<file path="config.mk">
export PLATFORM = sky130hd
export DESIGN_NAME = coax_buffered_rx
export DESIGN_NICKNAME = d
export VERILOG_FILES = /design/src/rtl/coax_buffered_rx.sv
export SDC_FILE = /design/constraint.sdc
export NUM_CORES = 1
export LEC_CHECK = 0
export CAP_MARGIN = 5
export CELL_PAD_IN_SITES_DETAIL_PLACEMENT = 1
export CELL_PAD_IN_SITES_GLOBAL_PLACEMENT = 2
export CORE_ASPECT_RATIO = 0.8
export CORE_MARGIN = 3
export CORE_UTILIZATION = 45
export CTS_CLUSTER_DIAMETER = 60
export DETAILED_ROUTE_END_ITERATION = 7
export DONT_BUFFER_PORTS = 1
export GPL_TIMING_DRIVEN = 0
export HOLD_SLACK_MARGIN = 0.12
export PLACE_DENSITY = 0.86
export SLEW_MARGIN = 40
export SYNTH_ARGS = -nofsm -noshare
export SYNTH_HDL_FRONTEND = slang
export SYNTH_SLANG_ARGS = --single-unit
</file>
<file path="constraint.sdc">
create_clock -name clk -period 3.5 [get_ports clk]
set_clock_uncertainty 0.1 [all_clocks]
set_input_delay 0.7 -clock clk [delete_from_list [all_inputs] [get_ports clk]]
set_output_delay 0.7 -clock clk [all_outputs]
set_load 0.005 [all_outputs]
</file>
<file path="src/rtl/coax_buffered_rx.sv">
// Buffered 3270 coax receiver: synchronises and oversamples the biphase line,
// finds the start sequence, decodes 10-bit words plus parity and queues them
// as {parity_error, data} in a first-word-fall-through FIFO.
//
// Handshake: the FIFO head (data, data_parity_error) is valid whenever empty
// is low; a read_strobe sampled high on a clock edge while !empty pops that
// word, and a read_strobe while empty is ignored.
module coax_buffered_rx #(
  parameter int CLOCKS_PER_BIT = 8,
  parameter int DEPTH          = 8
) (
  input  logic       clk,
  input  logic       reset_n,
  input  logic       rx,
  input  logic       parity,
  output logic       active,
  output logic [9:0] data,
  output logic       data_parity_error,
  output logic       empty,
  output logic       full,
  input  logic       read_strobe,
  output logic       frame_end,
  output logic [2:0] error,
  output logic [2:0] dbg_state
);

  localparam int CPB     = CLOCKS_PER_BIT;
  localparam int CNT_MAX = 3 * CPB;
  localparam int CW      = $clog2(CNT_MAX + 1);
  localparam int AW      = $clog2(DEPTH);

  // Cell-timing thresholds, measured from the last accepted mid-bit edge.
  localparam logic [CW-1:0] C_Q3  = CW'(3 * CPB / 4);
  localparam logic [CW-1:0] C_Q5  = CW'(5 * CPB / 4);
  localparam logic [CW-1:0] C_TO  = CW'(5 * CPB / 4 + 1);
  localparam logic [CW-1:0] C_Q7  = CW'(7 * CPB / 4);
  localparam logic [CW-1:0] C_Q9  = CW'(9 * CPB / 4);
  localparam logic [CW-1:0] C_VTO = CW'(9 * CPB / 4 + 1);
  localparam logic [CW-1:0] C_T2  = CW'(2 * CPB);
  localparam logic [CW-1:0] C_MAX = CW'(CNT_MAX);
  localparam logic [AW:0]   FULL_CNT = (AW + 1)'(DEPTH);

  typedef enum logic [2:0] {S_IDLE, S_VIOL, S_DATA, S_SYNC, S_END} state_t;

  state_t          state_q, state_d;
  logic            rx_s1_q, rx_s2_q, rx_d_q;
  logic [CW-1:0]   cnt_q, cnt_d;
  logic [2:0]      ones_q, ones_d;
  logic [3:0]      bit_cnt_q, bit_cnt_d;
  logic [9:0]      sr_q, sr_d;
  logic            fell_q, fell_d;
  logic            push_q, push_d;
  logic [10:0]     push_word_q, push_word_d;
  logic            active_q, active_d;
  logic            frame_end_q, frame_end_d;
  logic [2:0]      error_q, error_d;

  logic [10:0]     mem_q [DEPTH];
  logic [AW-1:0]   wr_ptr_q, rd_ptr_q;
  logic [AW:0]     count_q, count_d;

  logic edge_det, rise, fall, in_win, timeout, perr;
  logic do_push, do_pop, overflow;

  assign edge_det = rx_s2_q ^ rx_d_q;
  assign rise     = edge_det & rx_s2_q;
  assign fall     = edge_det & ~rx_s2_q;
  assign in_win   = edge_det && (cnt_q >= C_Q3) && (cnt_q <= C_Q5);
  assign timeout  = (cnt_q == C_TO);
  assign perr     = (^{sr_q, rx_s2_q}) != parity;

  assign empty    = (count_q == '0);
  assign full     = (count_q == FULL_CNT);
  assign do_pop   = read_strobe && !empty;
  assign do_push  = push_q && (!full || do_pop);
  assign overflow = push_q && full && !do_pop;

  // Two-flop synchroniser plus one delayed copy for edge detection.
  always_ff @(posedge clk or negedge reset_n) begin
    if (!reset_n) begin
      rx_s1_q <= 1'b0;
      rx_s2_q <= 1'b0;
      rx_d_q  <= 1'b0;
    end else begin
      rx_s1_q <= rx;
      rx_s2_q <= rx_s1_q;
      rx_d_q  <= rx_s2_q;
    end
  end

  // FSM state and decoder datapath registers.
  always_ff @(posedge clk or negedge reset_n) begin
    if (!reset_n) begin
      state_q     <= S_IDLE;
      cnt_q       <= C_MAX;
      ones_q      <= '0;
      bit_cnt_q   <= '0;
      sr_q        <= '0;
      fell_q      <= 1'b0;
      push_q      <= 1'b0;
      push_word_q <= '0;
      active_q    <= 1'b0;
      frame_end_q <= 1'b0;
      error_q     <= '0;
    end else begin
      state_q     <= state_d;
      cnt_q       <= cnt_d;
      ones_q      <= ones_d;
      bit_cnt_q   <= bit_cnt_d;
      sr_q        <= sr_d;
      fell_q      <= fell_d;
      push_q      <= push_d;
      push_word_q <= push_word_d;
      active_q    <= active_d;
      frame_end_q <= frame_end_d;
      error_q     <= error_d;
    end
  end

  // Next-state logic of the frame FSM.
  always_comb begin
    state_d = state_q;
    case (state_q)
      S_IDLE: if (ones_q != 3'd0 && timeout && ones_q == 3'd5) state_d = S_VIOL;
      S_VIOL: begin
        if (rise) state_d = (fell_q && cnt_q >= C_Q7 && cnt_q <= C_Q9) ? S_DATA : S_IDLE;
        else if (cnt_q == C_VTO) state_d = S_IDLE;
      end
      S_DATA: begin
        if (timeout) state_d = S_IDLE;
        else if (in_win && bit_cnt_q == 4'd10) state_d = S_SYNC;
      end
      S_SYNC: begin
        if (timeout) state_d = S_IDLE;
        else if (in_win) state_d = rx_s2_q ? S_DATA : S_END;
      end
      S_END: if (!edge_det && cnt_q == C_T2) state_d = S_IDLE;
      default: state_d = S_IDLE;
    endcase
  end

  // Datapath and registered outputs: bit timing, shifting, flags and pushes.
  always_comb begin
    cnt_d       = (cnt_q == C_MAX) ? cnt_q : cnt_q + 1'b1;
    ones_d      = ones_q;
    bit_cnt_d   = bit_cnt_q;
    sr_d        = sr_q;
    fell_d      = fell_q;
    push_d      = 1'b0;
    push_word_d = push_word_q;
    active_d    = active_q;
    frame_end_d = 1'b0;
    error_d     = error_q | {overflow, 2'b00};
    case (state_q)
      S_IDLE: begin
        if (ones_q == 3'd0) begin
          // Unanchored: the first rising edge is taken as the mid-bit of a 1.
          if (rise) begin
            cnt_d  = CW'(1);
            ones_d = 3'd1;
          end
        end else if (timeout) begin
          ones_d = 3'd0;
          fell_d = 1'b0;
        end else if (in_win) begin
          cnt_d  = CW'(1);
          ones_d = !rx_s2_q ? 3'd0 : (ones_q == 3'd5) ? 3'd5 : ones_q + 3'd1;
        end
      end
      S_VIOL: begin
        if (fall) fell_d = 1'b1;
        if (rise && fell_q && cnt_q >= C_Q7 && cnt_q <= C_Q9) begin
          cnt_d     = CW'(1);
          bit_cnt_d = '0;
          error_d   = {overflow, 2'b00};
          active_d  = 1'b1;
        end
      end
      S_DATA: begin
        if (timeout) begin
          error_d[1] = 1'b1;
          active_d   = 1'b0;
        end else if (in_win) begin
          cnt_d = CW'(1);
          if (bit_cnt_q == 4'd10) begin
            push_d      = 1'b1;
            push_word_d = {perr, sr_q};
            error_d[0]  = error_d[0] | perr;
            bit_cnt_d   = '0;
          end else begin
            sr_d      = {sr_q[8:0], rx_s2_q};
            bit_cnt_d = bit_cnt_q + 4'd1;
          end
        end
      end
      S_SYNC: begin
        if (timeout) begin
          error_d[1] = 1'b1;
          active_d   = 1'b0;
        end else if (in_win) begin
          cnt_d = CW'(1);
        end
      end
      S_END: begin
        if (edge_det) cnt_d = CW'(1);
        else if (cnt_q == C_T2) begin
          frame_end_d = 1'b1;
          active_d    = 1'b0;
        end
      end
      default: ;
    endcase
  end

  // Output decode: status outputs and the debug view of the FSM state.
  always_comb begin
    active            = active_q;
    frame_end         = frame_end_q;
    error             = error_q;
    dbg_state         = state_q;
    data              = empty ? 10'd0 : mem_q[rd_ptr_q][9:0];
    data_parity_error = empty ? 1'b0 : mem_q[rd_ptr_q][10];
  end

  // FIFO occupancy count.
  always_comb begin
    count_d = count_q;
    case ({do_push, do_pop})
      2'b10:   count_d = count_q + 1'b1;
      2'b01:   count_d = count_q - 1'b1;
      default: count_d = count_q;
    endcase
  end

  // FIFO pointers and count; pointers wrap naturally at DEPTH.
  always_ff @(posedge clk or negedge reset_n) begin
    if (!reset_n) begin
      wr_ptr_q <= '0;
      rd_ptr_q <= '0;
      count_q  <= '0;
    end else begin
      if (do_push) wr_ptr_q <= wr_ptr_q + 1'b1;
      if (do_pop)  rd_ptr_q <= rd_ptr_q + 1'b1;
      count_q <= count_d;
    end
  end

  // FIFO storage; contents are only meaningful under the count.
  always_ff @(posedge clk) begin
    if (do_push) mem_q[wr_ptr_q] <= push_word_q;
  end

endmodule
</file>
# Word level (Yosys, flattened, before mapping)
# Memories as Yosys holds them, arrays and structs flattened.
# Cells that the tools add are included.
word_totals:
  ff_bits: 56
  mem_bits_rw: 88
  output_inout_bits: 21
  word_cells: 162
  memories: 1
memory_table:
  columns: ["name", "depth", "word_bits", "rd", "rd_clocked_by_memory_dff", "write_ports", "line_no", "rtl"]
  rows:
  - ["mem_q", 8, 11, 1, 0, 1, "58", "logic [10:0] mem_q [DEPTH];"]
classes:
  add_sub_neg: 7
  n_lt_le_gt_ge: 4
  eq_ne: 29
  mux: 58
  n_bitwise: 8
  n_reduce_logical: 38
ops:
  columns: ["operator", "count"]
  rows:
  - ["$mux W3", 16]
  - ["$mux W5", 7]
  - ["$ne A2 B2 Y1 const B", 11]
  - ["$mux W1", 21]
  - ["$pmux W5 S4", 1]
  - ["$mux W4", 4]
  - ["$pmux W4 S2", 2]
  - ["$reduce_and A4 Y1", 4]
  - ["$eq A5 B5 Y1 const B", 3]
  - ["$logic_and A1 B1 Y1", 15]
  - ["$pmux W3 S5", 1]
  - ["$reduce_xor A11 Y1", 1]
  - ["$mux W10", 1]
  - ["$reduce_and A5 Y1", 2]
  - ["$add A3 B1 Y3 const B", 3]
  - ["$ne A3 B3 Y1 const B", 3]
  - ["$reduce_bool A3 Y1", 3]
  - ["$add A4 B1 Y4 const B", 2]
  - ["$eq A4 B4 Y1 const B", 2]
  - ["$eq A3 B2 Y1 const B", 2]
  - ["$eq A3 B3 Y1 const B", 2]
  - ["$logic_not A3 Y1", 2]
  - ["$pmux W1 S2", 3]
  - ["$reduce_bool A2 Y1", 3]
  - ["other kinds (24)", 30]

# Longest topological paths before layout
depth:
  ltp_word: 11
  mapped_depth: 11
  mapped_depth_nobuf: 11

# Worst setup path before layout
# OpenSTA, ideal clock, no wires.
synth_timing:
  path_type: "input to register"
  from: "input port read_strobe"
  to: "memory mem_q[0][0], enable pin"
  t_arrival_ns: 2.152
  required_ns: 3.007
  path_slack_ns: 0.855
  cell_stages: 5
  path_buffers: 0
  path_cell_list: "nor2_1 nor2b_1 inv_2 or2_2 nor3_1"
synth_via:
  elab_chain_len: 5
synth_lines:
  columns: ["element", "line_no", "rtl"]
  rows:
  - ["start: declaration", "21", "input logic read_strobe,"]
  - ["$logic_and A1 B1 Y1", "74", "assign do_pop = read_strobe && !empty;"]
  - ["$logic_or A1 B1 Y1", "75", "assign do_push = push_q && (!full || do_pop);"]
  - ["$logic_and A1 B1 Y1", "75", null]
  - ["$mux W1", "250", "if (do_push) mem_q[wr_ptr_q] <= push_word_q;"]
  - ["$mux W1 (implied by the code)", "250", null]
  - ["end: declaration", "58", null]
# Every way passes these cells.

# Final worst setup path
layout_timing:
  from: "register rd_ptr_q[0]"
  to: "output port data[8]"
layout_via:
  elab_chain_len: 2
layout_lines:
  columns: ["element", "line_no", "rtl"]
  rows:
  - ["start: declaration", "59", "logic [AW-1:0] wr_ptr_q, rd_ptr_q;"]
  - ["start signal: assignment", "243", "if (do_pop) rd_ptr_q <= rd_ptr_q + 1'b1;"]
  - ["$mem_v2 Z8 W11", null, null]
  - ["$mux W10", "221", "data = empty ? 10'd0 : mem_q[rd_ptr_q][9:0];"]
  - ["end: declaration", "17", "output logic [9:0] data,"]
# Every way passes these cells.

==> results.json <==
{
  "max-vdd-ir-drop_mv": 0.4647,
  "drive_above_1_share": 0.2063,
  "vias_per_cell": 5.605,
  "power.share.combinational": 0.194,
  "synth.area.mux_share": 0.1154,
  "vias": 3671,
  "dp_cells": 621,
  "port_buffers": 0,
  "hold_violations": 0,
  "grtUsageTotal": 0.1864,
  "drt_iter0_drc": 189,
  "cpPeakStageDelay_ns": 0.56,
  "p_int_uw": 3308,
  "drv_cap": 0,
  "initial_core_util": 0.4631,
  "async_flop_share": 0.3889,
  "core_um2": 13650,
  "ys_ff_latch": 144,
  "tightest_slew_ns": 0.7811,
  "critPathKind": "register to output pin",
  "critPathLaunchType": "register",
  "num_rows": 38,
  "cts_buffers": 17,
  "synth_top_family_by_area": "multiplexers",
  "synthSimpleGateAreaFrac": 0.1111,
  "synth-edff-count": 88,
  "slew_violations": 0,
  "ios": 26,
  "cts_tree": "done",
  "final_common_cell": "edfxtp_1",
  "synth-main-ff-cell": "edfxtp_1",
  "power.leakage_uw": 0.002962,
  "path_delay_family": "multiplexers",
  "syn-instance-count": 437,
  "synth-adder-area-share": 0.02693,
  "fmax_mhz": 311.3,
  "crit_start": "rd_ptr_q[0]$_DFFE_PN0P_",
  "setup-violations-final": 0,
  "clkTransAtPathRegs_ns": 0.06,
  "cp_max_fo": 10,
  "crit_arrival_ns": 2.41,
  "min-delay-start": "rx",
  "synth-xor-area-share": 0.02990,
  "maxSlewHeadroom": 0.4793,
  "fin_nets": 480,
  "status": "complete, no violations",
  "rsz0062_at_grt": "no",
  "grt_pass1_wl_um": 22020,
  "period_share": 0.9177,
  "ant_nets": 0,
  "syn-mean-instance-area_um2": 14.46,
  "dp_hpwl_um": 9088,
  "p_sw_uw": 1319,
  "ctsLongestPathBuffers": 2,
  "dr.pass1.iters": 4,
  "power.total_uw": 4627,
  "cp-end-kind": "output pin",
  "yosysUniqueCellTypes": 64,
  "syn_area_um2": 6320,
  "clock_latency_ns": 0.42,
  "power_density_nw_per_um2": 640.1,
  "routedWlPerCell_um": 20.40,
  "synth_nets": 455,
  "place_congestion": 0.8261,
  "dieArea_um2": 15510,
  "crit_buf_inv": 2,
  "ys.warnings.count": 0,
  "postCtsSetupBuffers": 0,
  "worst_path_max_delay_cell": "mux4_2",
  "cts.htree.levels": 4,
  "cts.sinks": 144,
  "n_antenna_cell": 0,
  "grt_pass1_vias": 3932,
  "antenna_found_initial": 0,
  "fin_setup_tns_ns": 0,
  "power.share.clock": 0.378,
  "die_x_um": 138.5,
  "nFillCells": 1333,
  "sequentialPowerShare": 0.428,
  "totalWireLength_um": 13360,
  "gr-total-overflow": 0,
  "required_ns": 2.70,
  "root_buffer": "clkbuf_16",
  "worstHoldPathType": "input pin to register",
  "die_h_um": 112.0,
  "cp_cell_sequence": "clkbuf_1 -> clkbuf_4 -> mux4_2 -> mux2i_1 -> nor2_1",
  "syn_to_final_growth_pct": 14.39,
  "grt_max_degree": 57,
  "layout_common_cells": "88 x edfxtp_1, 59 x nand2_1, 54 x dfrtp_1, 24 x nor2_1, 22 x mux4_2",
  "synth-compound-area-share": 0.05662,
  "drc": 0,
  "yosysSeqAreaShare": 0.6403,
  "p_sw_frac": 0.2850,
  "worst_r2r_startpoint": "count_q[0]$_DFFE_PN0P_",
  "finalCriticalPeriod_ns": 3.212,
  "final_cells": 655
}
[worst register-to-register path: stages (launching register included)]
cell,delay [ns]
dfrtp_1,0.44
or4b_1,0.57
nor2_1,0.27
nor2b_1,0.16
inv_2,0.11
ha_1,0.20
ha_1,0.24
a21o_1,0.18
a21oi_1,0.18
xnor2_1,0.14
nor2_1,0.07
xor2_1,0.14
[sequential cells by signal (all words and copies together) (netlist names), 4 cells and up]
name and cells:
bit_cnt_q 4, cnt_q 5, count_q 4, mem_q 88, push_word_q 11, sr_q 10
[path summary, 6_finish.rpt]
path                                                to  cells past startpoint  slack [ns]
worst max-delay path                           data[8]                      5        0.29
min in group asynchronous        ones_q[0]$_DFFE_PN0P_                      2        0.70
max in group asynchronous           cnt_q[3]$_DFF_PN1_                      2        2.31
worst max register to register  count_q[3]$_DFFE_PN0P_                     11        0.62
worst min register to register       rx_s2_q$_DFF_PN0_                      0        0.25
worst min-delay path                 rx_s1_q$_DFF_PN0_                      0        0.21
[per-stage QoR]
| stage | utilization | hold slack (ns) | setup WS, ns | area (µm²) |
|---|---|---|---|---|
| 2_1_floorplan | - | 0.2312 | 0.8554 | 6320 |
| 3_3_place_gp | 0.4796 | 0.2339 | 0.08262 | 6545 |
| 3_5_place_dp | 0.4843 | 0.2373 | 0.5596 | 6609 |
| 4_1_cts | 0.5292 | 0.1868 | 0.1525 | 7221 |
| 5_1_grt | 0.5298 | 0.1816 | 0.07885 | 7229 |
| 6_report | 0.5298 | 0.2078 | 0.2880 | 7229 |
[kinds of logic (layout without fill, tap and decap cells)]
family,after synthesis,count (layout)
flip-flops,144,144
multiplexers,44,44
buffers and inverters,28,66
adder cells (fa/ha/maj),13,13
AND/OR/NAND/NOR,139,139
XOR/XNOR,20,20
AO/OA/AOI/OAI,49,49
[power by group through the flow]
stage	sequential (µW)	clock [µW]	combinational [µW]
detailed placement	2020	0	883
CTS	1980	1780	910
global route	2000	1860	996
floorplan	1980	0	691
finish	1980	1750	899
global placement	2000	0	851
[layout make-up]
class	count	area (µm²)	share of cell area
Sequential cell	144	4046	0.5597
Inverter	13	48.80	0.006750
Buffer	15	82.58	0.01142
Clock buffer	21	471.7	0.06525
Timing Repair Buffer	6	75.07	0.01038
Clock inverter	11	102.6	0.01419
Multi-Input combinational cell	265	2177	0.3011
Tap cell	180	225.2	0.03115
[cells in the mapped netlist (2+ instances only)]
library cell,count,area share
a21o_1,3,0.0036
a21oi_1,10,0.0079
and2_1,4,0.0040
buf_2,7,0.0055
clkbuf_1,5,0.0030
dfrtp_1,54,0.21
dfstp_2,2,0.0083
edfxtp_1,88,0.42
ha_1,12,0.024
inv_1,12,0.0071
mux2_1,4,0.0071
mux2_2,7,0.012
mux2i_1,11,0.017
mux4_2,22,0.078
nand2_1,59,0.035
nand2b_1,8,0.0079
nand3_1,6,0.0048
nand3b_1,3,0.0036
nand4_1,2,0.0020
nor2_1,30,0.018
nor2b_1,4,0.0040
nor3_1,8,0.0063
o21a_1,2,0.0024
o21ai_0,11,0.0087
o21ai_1,4,0.0032
o31ai_1,2,0.0024
o31ai_2,2,0.0040
o32ai_1,2,0.0028
xnor2_1,14,0.019
xor2_1,5,0.0069
[what timing repair did]
action | in CTS | in global routing
setup endpoints to repair | 0 | 1
gates resized for setup | 0 | 2
hold endpoints to repair | 56 | 0
hold buffers | 2 | 0
[routing by layer]
metal	vias to the layer above	track usage	routed length [µm]	part of all wire
met4	0	0.04740	138	0.010
met1	1928	0.2492	6173	0.46
met2	51	0.3072	6600	0.49
met5	-	0	0	0
li1	1677	-	-	-
met3	15	0.04981	448	0.034
Note: power is estimated with default switching activity, not from simulation.
==> edit, RTL diff (same flow settings) <==
Reset style: synchronous (`reset_n`), changed in 3 clocked blocks.
--- a/src/rtl/coax_buffered_rx.sv
+++ b/src/rtl/coax_buffered_rx.sv
@@ -76,7 +76,7 @@
   assign overflow = push_q && full && !do_pop;
 
   // Two-flop synchroniser plus one delayed copy for edge detection.
-  always_ff @(posedge clk or negedge reset_n) begin
+  always_ff @(posedge clk) begin
     if (!reset_n) begin
       rx_s1_q <= 1'b0;
       rx_s2_q <= 1'b0;
@@ -89,7 +89,7 @@
   end
 
   // FSM state and decoder datapath registers.
-  always_ff @(posedge clk or negedge reset_n) begin
+  always_ff @(posedge clk) begin
     if (!reset_n) begin
       state_q     <= S_IDLE;
       cnt_q       <= C_MAX;
@@ -233,7 +233,7 @@
   end
 
   // FIFO pointers and count; pointers wrap naturally at DEPTH.
-  always_ff @(posedge clk or negedge reset_n) begin
+  always_ff @(posedge clk) begin
     if (!reset_n) begin
       wr_ptr_q <= '0;
       rd_ptr_q <= '0;
Formal check against the unedited RTL: same outputs for any inputs over 10 cycles, from zero or initial values and one cycle with reset_n low; that may be too few to reach the edited logic, so the function may still have changed.
==> edit against the unedited design <==
Sequential cell count is 3 higher; worst setup slack better by 0.22 ns; highest routed layer unchanged; routed wire length is 6.9% higher; final area is 0.23% higher; synthesized area is 1.0% higher; count of clock-buffer cells in the layout is 2 lower; critical path depth is 1 lower; power is 1.3% higher; synthesized cell count is 8.9% higher; non-clock buffer count is 4 higher; maximum frequency is 7.2% higher.
==> edit: results (changes against the unedited design) <==
set qor(run_status) {finished clean} ;# unchanged
set qor(amount_of_wire_on_met3_after_detailed_routing_um) 713 ;# was 448 µm
set qor(clkTransAtPathRegs_ns) 0.06 ;# about the same
set qor(synthMuxAreaShare_pct) 13.2 ;# was 11.5%
set qor(fillerInstances) 1359 ;# was 1,333
set qor(async_reset_ff_share_pct) 0 ;# was 38.9%
set qor(grt_pass1_vias) 4135 ;# was 3,932
set qor(synth-edff-count) 88 ;# unchanged
set qor(p_leak_nw) 2.57 ;# was 2.96 nW
set qor(share_of_the_synthesized_area_in_compound_gates_ao_oa_aoi_oai_pct) 8.02 ;# was 5.66%
set qor(vdd.ir_drop.worst_uv) 430 ;# was 465 µV
set qor(seq_area_frac_synth_pct) 59.9 ;# was 64.0%
set qor(drt_first_iter_violations) 226 ;# was 189
set qor(post_route_cells_drive_above_1_share_pct) 16.5 ;# was 20.6%
set qor(detailroute.wirelength.met2_um) 7110 ;# was 6600 µm
set qor(cp.arrival_ns) 2.20 ;# was 2.41 ns
set qor(placedCellCount) 658 ;# was 621
set qor(hpwlAfterDp_um) 9830 ;# was 9090 µm
set qor(synth_adder_area_share_pct) 2.47 ;# was 2.69%
set qor(synth.area.top_cells) {sky130_fd_sc_hd__edfxtp_1 (41%), sky130_fd_sc_hd__dfxtp_1 (19%), sky130_fd_sc_hd__mux4_2 (7.8%)} ;# was sky130_fd_sc_hd__edfxtp_1 (42%), sky130_fd_sc_hd__dfrtp_1 (21%), sky130_fd_sc_hd__mux4_2 (7.8%)
set qor(postRouteWirelength_um) 14300 ;# was 13,400 µm
set qor(layoutNonFillerInstCount) 689 ;# was 655
set qor(synth.avg_cell_area_um2) 13.4 ;# was 14.5 µm²
set qor(wire_length_of_the_first_global_routing_pass_um) 23100 ;# was 22,000 µm
set qor(synth_common_cells) {sky130_fd_sc_hd__edfxtp_1 (88), sky130_fd_sc_hd__nor2_1 (66), sky130_fd_sc_hd__dfxtp_1 (59), sky130_fd_sc_hd__mux2i_1 (35), sky130_fd_sc_hd__mux4_2 (22)} ;# was sky130_fd_sc_hd__edfxtp_1 (88), sky130_fd_sc_hd__nand2_1 (59), sky130_fd_sc_hd__dfrtp_1 (54), sky130_fd_sc_hd__nor2_1 (30), sky130_fd_sc_hd__mux4_2 (22)
set qor(xor_xnor_cell_area_share_of_the_yosys_netlist_pct) 2.61 ;# was 2.99%
set qor(worst_slew_margin_rel_pct) 45.9 ;# was 47.9%
set qor(met1_length_um) 6290 ;# was 6170 µm
set qor(netSwitchingPower_w) 0.00129 ;# was 0.00132 W
edit: changes by cell type in the layout (fill, tap and decap cells not counted), moves of 4 or more:
cell	change
sky130_fd_sc_hd__dfxtp_1	+59
sky130_fd_sc_hd__dfrtp_1	-54
sky130_fd_sc_hd__nand2_1	-42
sky130_fd_sc_hd__nor2_1	+36
sky130_fd_sc_hd__mux2i_1	+24
sky130_fd_sc_hd__o21ai_0	-9
sky130_fd_sc_hd__clkbuf_1	+7
sky130_fd_sc_hd__mux2_2	-7
sky130_fd_sc_hd__nand3_1	+7
sky130_fd_sc_hd__a211oi_1	+5
sky130_fd_sc_hd__mux2_1	-4
sky130_fd_sc_hd__o211ai_1	+4
sky130_fd_sc_hd__o21bai_1	+4
edit: cells by family after synthesis:
logic type,Yosys count
flip-flops,147
AND/OR/NAND/NOR,144
AO/OA/AOI/OAI,61
multiplexers,57
buffers and inverters,36
XOR/XNOR,19
adder cells (fa/ha/maj),12
edit: final timing paths:
path | startpoint | to | slack, ns | depth (start not counted)
worst max-delay path | flip-flop | data[5] | 0.50 | 4
worst min-delay path | rx | rx_s1_q | 0.30 | 1
worst max register to register | rx_s2_q | sr_q[9] | 1.01 | 8
worst min register to register | rx_s1_q | rx_s2_q | 0.34 | 1
edit: per-layer routing:
| layer | vias up | track usage [%] |
|---|---|---|
| met4 | 0 | 7.11 |
| met1 | 2000 | 25.1 |
| met3 | 12 | 4.68 |
| li1 | 1832 | - |
| met5 | - | 0 |
| met2 | 94 | 32.1 |
edit: final cells by class:
cell class	count	area [µm²]	share of cell area, %
Sequential cell	147	3820	52.8
Multi-Input combinational cell	293	2430	33.5
Clock buffer	19	433	5.97
Tap cell	180	225	3.11
Clock inverter	12	156	2.16
Buffer	23	110	1.52
Inverter	13	48.8	0.673
Timing Repair Buffer	2	22.5	0.311
edit: power by group through the flow:
stage	combinational (W)	sequential, W	clock (W)
floorplan	0.000744	0.00196	0
global placement	0.000899	0.00198	0
detailed placement	0.000936	0.00198	0
CTS	0.000941	0.00195	0.00186
global route	0.00104	0.00196	0.00194
finish	0.000925	0.00195	0.00182
edit: per-stage QoR:
stage               cell area, µm²  power (W)  setup WS [ns]
CTS                           7250    0.00475          0.471
finish                        7250    0.00469          0.504
global route                  7250    0.00493          0.349
floorplan                     6380    0.00271           1.19
global placement              6610    0.00288          0.574
detailed placement            6660    0.00292          0.967
edit: worst max-delay path, delay by kind of cell, from the launching register on:
family / cells / cell delay (ns)
buffers and inverters: 1 / 0.39
flip-flops: 1 / 0.42
multiplexers: 2 / 0.85
AND/OR/NAND/NOR: 1 / 0.10
